[src/rtl/tm1638_responder.sv]
// rtl/tm1638_responder.sv - device-side TM1638 serial endpoint (display RAM writes, control, key reads)
module tm1638_responder #(
   parameter int ram_bytes = 16,
   parameter int key_bytes = 4
) (
   input  logic                   clk,
   input  logic                   rst_n,
   input  logic                   sio_clk,
   input  logic                   sio_stb,
   input  logic                   sio_data_in,
   output logic                   sio_data_out,
   output logic                   sio_data_oe,
   input  logic [8*key_bytes-1:0] keys,
   output logic [8*ram_bytes-1:0] display,
   output logic                   display_on,
   output logic [2:0]             brightness,
   output logic                   frame_done
);

   localparam int aw    = (ram_bytes > 1) ? $clog2(ram_bytes) : 1;
   localparam int kbits = 8 * key_bytes;
   localparam int rw    = $clog2(kbits + 1);

   localparam logic [aw-1:0] addr_mask = aw'(ram_bytes - 1);
   localparam logic [aw-1:0] addr_last = aw'(ram_bytes - 1);
   localparam logic [rw-1:0] rd_total  = rw'(kbits);

   typedef enum logic [2:0] {
      S_IDLE,
      S_CMD,
      S_WDATA,
      S_READ,
      S_IGNORE
   } state_t;

   // Pin conditioning registers: two-stage synchronizers plus one history stage each.
   logic [1:0] clk_sync_q;
   logic       clk_hist_q;
   logic [1:0] stb_sync_q;
   logic       stb_hist_q;
   logic       stb_seen_q;
   logic [1:0] dat_sync_q;

   // Protocol state.
   state_t                 state_q;
   logic [2:0]             bit_cnt_q;
   logic [6:0]             shift_q;
   logic [kbits-1:0]       key_sr_q;
   logic [rw-1:0]          rd_cnt_q;
   logic [aw-1:0]          addr_q;
   logic                   fixed_q;
   logic [8*ram_bytes-1:0] display_q;
   logic                   on_q;
   logic [2:0]             bright_q;
   logic                   oe_q;
   logic                   out_q;
   logic                   done_q;

   // Combinational event decode and next-values.
   logic          clk_s;
   logic          stb_s;
   logic          dat_s;
   logic          stb_fall;
   logic          stb_rise;
   logic          sclk_rise;
   logic          sclk_fall;
   logic [7:0]    byte_d;
   logic [aw-1:0] addr_d;

   assign clk_s = clk_sync_q[1];
   assign stb_s = stb_sync_q[1];
   assign dat_s = dat_sync_q[1];

   // Strobe edges only count once the strobe has been seen high since reset,
   // so a frame already in progress when reset releases is never joined.
   assign stb_fall = stb_seen_q & stb_hist_q & ~stb_s;
   assign stb_rise = stb_seen_q & ~stb_hist_q & stb_s;

   // Serial clock edges are only meaningful while the strobe is held low.
   assign sclk_rise = ~stb_s & clk_s & ~clk_hist_q;
   assign sclk_fall = ~stb_s & ~clk_s & clk_hist_q;

   // LSB-first assembly: the newest bit lands in the MSB.
   assign byte_d = {dat_s, shift_q};

   assign addr_d = (addr_q == addr_last) ? '0 : addr_q + aw'(1);

   // Synchronize the three master pins and keep one cycle of history for edge detection.
   always_ff @(posedge clk or negedge rst_n) begin
      if (!rst_n) begin
         clk_sync_q <= 2'b11;
         clk_hist_q <= 1'b1;
         stb_sync_q <= 2'b00;
         stb_hist_q <= 1'b0;
         stb_seen_q <= 1'b0;
         dat_sync_q <= 2'b11;
      end else begin
         clk_sync_q <= {clk_sync_q[0], sio_clk};
         clk_hist_q <= clk_sync_q[1];
         stb_sync_q <= {stb_sync_q[0], sio_stb};
         stb_hist_q <= stb_sync_q[1];
         stb_seen_q <= stb_seen_q | stb_sync_q[1];
         dat_sync_q <= {dat_sync_q[0], sio_data_in};
      end
   end

   // Frame state machine with registered display, control and DIO outputs.
   always_ff @(posedge clk or negedge rst_n) begin
      if (!rst_n) begin
         state_q   <= S_IDLE;
         bit_cnt_q <= 3'd0;
         shift_q   <= 7'd0;
         key_sr_q  <= '0;
         rd_cnt_q  <= '0;
         addr_q    <= '0;
         fixed_q   <= 1'b0;
         display_q <= '0;
         on_q      <= 1'b0;
         bright_q  <= 3'd0;
         oe_q      <= 1'b0;
         out_q     <= 1'b1;
         done_q    <= 1'b0;
      end else begin
         done_q <= 1'b0;
         if (stb_rise) begin
            state_q   <= S_IDLE;
            bit_cnt_q <= 3'd0;
            oe_q      <= 1'b0;
            out_q     <= 1'b1;
            done_q    <= 1'b1;
         end else begin
            case (state_q)
               S_IDLE: begin
                  if (stb_fall) begin
                     bit_cnt_q <= 3'd0;
                     state_q   <= S_CMD;
                  end
               end
               S_CMD: begin
                  if (sclk_rise) begin
                     shift_q   <= byte_d[7:1];
                     bit_cnt_q <= bit_cnt_q + 3'd1;
                     if (bit_cnt_q == 3'd7) begin
                        case (byte_d[7:6])
                           2'b01: begin
                              if (byte_d[1]) begin
                                 key_sr_q <= keys;
                                 rd_cnt_q <= '0;
                                 state_q  <= S_READ;
                              end else begin
                                 fixed_q <= byte_d[2];
                                 state_q <= S_IGNORE;
                              end
                           end
                           2'b10: begin
                              on_q     <= byte_d[3];
                              bright_q <= byte_d[2:0];
                              state_q  <= S_IGNORE;
                           end
                           2'b11: begin
                              addr_q  <= byte_d[aw-1:0] & addr_mask;
                              state_q <= S_WDATA;
                           end
                           default: state_q <= S_IGNORE;
                        endcase
                     end
                  end
               end
               S_WDATA: begin
                  if (sclk_rise) begin
                     shift_q   <= byte_d[7:1];
                     bit_cnt_q <= bit_cnt_q + 3'd1;
                     if (bit_cnt_q == 3'd7) begin
                        for (int i = 0; i < ram_bytes; i++) begin
                           if (addr_q == aw'(i)) begin
                              display_q[8*i +: 8] <= byte_d;
                           end
                        end
                        if (!fixed_q) begin
                           addr_q <= addr_d;
                        end
                     end
                  end
               end
               S_READ: begin
                  if (sclk_fall) begin
                     if (rd_cnt_q != rd_total) begin
                        oe_q     <= 1'b1;
                        out_q    <= key_sr_q[0];
                        key_sr_q <= key_sr_q >> 1;
                        rd_cnt_q <= rd_cnt_q + rw'(1);
                     end else begin
                        oe_q  <= 1'b0;
                        out_q <= 1'b1;
                     end
                  end
               end
               S_IGNORE: begin
               end
               default: state_q <= S_IDLE;
            endcase
         end
      end
   end

   assign sio_data_out = out_q;
   assign sio_data_oe  = oe_q;
   assign display      = display_q;
   assign display_on   = on_q;
   assign brightness   = bright_q;
   assign frame_done   = done_q;

endmodule

[config.mk]
export PLATFORM = sky130hd
export DESIGN_NAME = tm1638_responder
export DESIGN_NICKNAME = d
export VERILOG_FILES = /design/src/rtl/tm1638_responder.sv
export SDC_FILE = /design/constraint.sdc
export NUM_CORES = 1
export LEC_CHECK = 0
export CAP_MARGIN = 40
export CORE_MARGIN = 5
export CORE_UTILIZATION = 45
export CTS_BUF_LIST = sky130_fd_sc_hd__clkbuf_16
export DETAILED_ROUTE_END_ITERATION = 8
export PLACE_DENSITY = 0.73
export SYNTH_ARGS = -nofsm -noshare
export SYNTH_HDL_FRONTEND = slang
export SYNTH_SLANG_ARGS = --single-unit
[constraint.sdc]
create_clock -name clk -period 5.8 [get_ports clk]
set_input_delay 1.45 -clock clk [delete_from_list [all_inputs] [get_ports clk]]
set_output_delay 1.45 -clock clk [all_outputs]
set_load 0.05 [all_outputs]
==> impl_metrics.json <==
{
  "cts_made_buffers": 17,
  "grt_util_all_layers": 0.1895,
  "synth_edf_count": 0,
  "rr_endpoint": "key_sr_q[24]",
  "antenna_cells": 0,
  "yosysTopAreaCellShare": 0.5713,
  "synth_area_um2": 8497,
  "port_buffers": 171,
  "avgSynthCellArea_um2": 13.28,
  "crit_family": "buffers and inverters",
  "multi_input_area_um2": 3281,
  "die_h_um": 147.4,
  "fin_tns_setup_ns": 0,
  "core_um2": 18640,
  "cp_num_buf_inv": 1,
  "worstHoldPathCells": 0,
  "syn_to_final_growth_pct": 29.88,
  "wl_per_cell_um": 19.41,
  "arrival_ns": 1.78,
  "grt_max_degree": 119,
  "die_w_um": 147.4,
  "clock_path_buffers": 2,
  "synth_ff_type": "dfrtp_1",
  "nFillCells": 1482,
  "grt_pass1_vias": 5976,
  "hp-class": "flip-flop to flip-flop",
  "yosysUniqueCellTypes": 56,
  "cellPowerDensity_nw_per_um2": 260.1,
  "final_core_util": 0.5919,
  "clock_latency_ns": 0.44,
  "netlist_top_cells_count": "dfrtp_1, mux2_2, nand2_1",
  "dp_cells": 1015,
  "slowest_stage": "clkdlybuf4s50_1",
  "first_pass_iters": 4,
  "hold_end": "stb_sync_q[1]",
  "hp-start": "stb_sync_q[0]",
  "fin_cells": 1047,
  "worst_ir_drop_vdd_mv": 0.1915,
  "nets": 845,
  "period_minus_slack_ns": 3.227,
  "power_leakage_uw": 0.005298,
  "start_kind": "flip-flop",
  "vias": 5502,
  "maxSlewHeadroom": 0.4256,
  "io_pins": 172,
  "synthCells": 640,
  "synthArstFlopShare": 1.000,
  "gp_congestion": 0.8142,
  "rows": 50,
  "yosys_warnings": 0,
  "setup.worst_path.end_class": "output port",
  "crit_type": "flip-flop to output port",
  "pwr-share-seq": 0.528,
  "dp_hpwl_um": 13950,
  "outcome": "finished clean",
  "grt_pass1_wl_um": 32750,
  "cts.hold.buffers_added": 0,
  "first_iter_violations": 197,
  "yosys.area.top_type": "dfrtp_1",
  "synth-seq-cells": 200,
  "synth_most_common_cell": "dfrtp_1",
  "internal-power_uw": 2108,
  "overflow": 0,
  "clkTransAtPathRegs_ns": 0.08,
  "cts_tree": "done",
  "rr_worst_depth": 5,
  "htreeDepth": 4,
  "power_frac_clock": 0.422,
  "timing.rr.start": "shift_q[6]",
  "ant_nets": 0,
  "cts_setup_buffers": 0,
  "die_area_um2": 21730,
  "fin_crit_sh": 0.5563,
  "p_sw_uw": 762.0,
  "start_util": 0.4558,
  "p_sw_frac": 0.2655,
  "finalHoldViolCount": 0,
  "ys_seq_area_frac": 0.5899,
  "drive_gt1_frac": 0.2718,
  "antenna_found_initial": 0,
  "max_freq_mhz": 309.9,
  "worstMarginPinSlew_ns": 0.8617,
  "drc": 0,
  "combPwrFrac": 0.050,
  "clock-sinks": 200,
  "drv_cap": 0,
  "setup_viol": 0,
  "vias_per_cell": 5.255,
  "required_ns": 4.35,
  "finalClockSkew_ns": 0.01256,
  "rsz0062_at_grt": "false",
  "slew_viol_final": 0,
  "critical_path_peak_fanout": 2,
  "seqCellArea_um2": 5012,
  "cts_resized": 0,
  "reg2reg_slack_ns": 3.03,
  "wirelength_um": 20320,
  "ys_top_cells_by_area": "dfrtp_1, mux2_2, nand2_1, mux2_4, dfstp_2",
  "root_buffer": "clkbuf_16",
  "worstPathCellList": "clkdlybuf4s50_1",
  "synth_nets": 685,
  "max_stage_delay_ns": 0.80
}
## flip-flops by register name, summed over array words and instances, names as in the netlist
| register | flops |
|---|---|
| fixed_q | 1 |
| sio_data_out | 1 |
| frame_done | 1 |
| rd_cnt_q | 6 |
| bit_cnt_q | 3 |
| state_q | 3 |
| sio_data_oe | 1 |
| stb_seen_q | 1 |
| stb_sync_q | 2 |
| clk_sync_q | 2 |
| shift_q | 7 |
| key_sr_q | 32 |
| stb_hist_q | 1 |
| display | 128 |
| dat_sync_q | 2 |
| clk_hist_q | 1 |
| addr_q | 4 |
| display_on | 1 |
| brightness | 3 |
## cells in the final DEF, fill, tap and decap left out, drive strengths merged, types with 6 or more instances in the layout
cell type / n
dfstp: 6
clkbuf: 18
dfrtp: 194
o21ai: 7
clkinv: 7
inv: 16
mux2: 171
buf: 7
nand3: 7
ha: 8
clkdlybuf4s50: 170
nand2: 114
mux2i: 10
## routing by layer
metal,up-vias,track usage,routed length (um)
li1,2529,-,-
met1,2803,0.2302,8282
met4,0,0.05266,293
met5,-,0,0
met3,23,0.07940,1845
met2,147,0.3127,9899
## per-stage QoR
stage               worst slack (ns)  hold WS, ns  total power [uW]  instance area, um^2
floorplan                      3.686       0.3312              1578                 8497
global placement               3.016       0.3410              1677                10380
detailed placement             3.016       0.3455              1691                10410
CTS                            2.556       0.3596              2904                11040
global route                   2.551       0.3644              2984                11040
finish                         2.573       0.3561              2870                11040
## power groups by stage
stage | clock [uW] | sequential [uW] | combinational, uW
finish | 1210 | 1520 | 143
global route | 1300 | 1530 | 159
CTS | 1240 | 1520 | 146
detailed placement | 0 | 1550 | 145
global placement | 0 | 1550 | 130
floorplan | 0 | 1460 | 115
## cell type report
class / count / share of cell area
Sequential cell: 200 / 0.4542
Inverter: 9 / 0.003061
Timing Repair Buffer: 178 / 0.1625
Tap cell: 234 / 0.02653
Clock inverter: 15 / 0.01791
Multi-Input combinational cell: 394 / 0.2973
Clock buffer: 17 / 0.03855
## how the worst max path moves through the flow
stage	startpoint	endpoint	depth (start not counted)
after detailed placement	shift_q[6]	key_sr_q[24]	5
after CTS	sio_data_out	sio_data_out	1
final	sio_data_out	sio_data_out	1
after global placement	shift_q[1]	key_sr_q[26]	5
after global routing	sio_data_out	sio_data_out	1
after floorplan	sio_data_out	sio_data_out	0
## cell families (layout without fill, tap and decap cells)
| kind of cell | after synthesis | in the layout | share of synthesized area |
|---|---|---|---|
| flops | 200 | 200 | 0.5899 |
| mux | 181 | 181 | 0.2472 |
| simple gates | 167 | 167 | 0.09365 |
| buf+inv | 46 | 219 | 0.02400 |
| compound gates | 38 | 38 | 0.03343 |
| fa+ha+maj | 8 | 8 | 0.01178 |
Power figures use the tool's default switching activity.
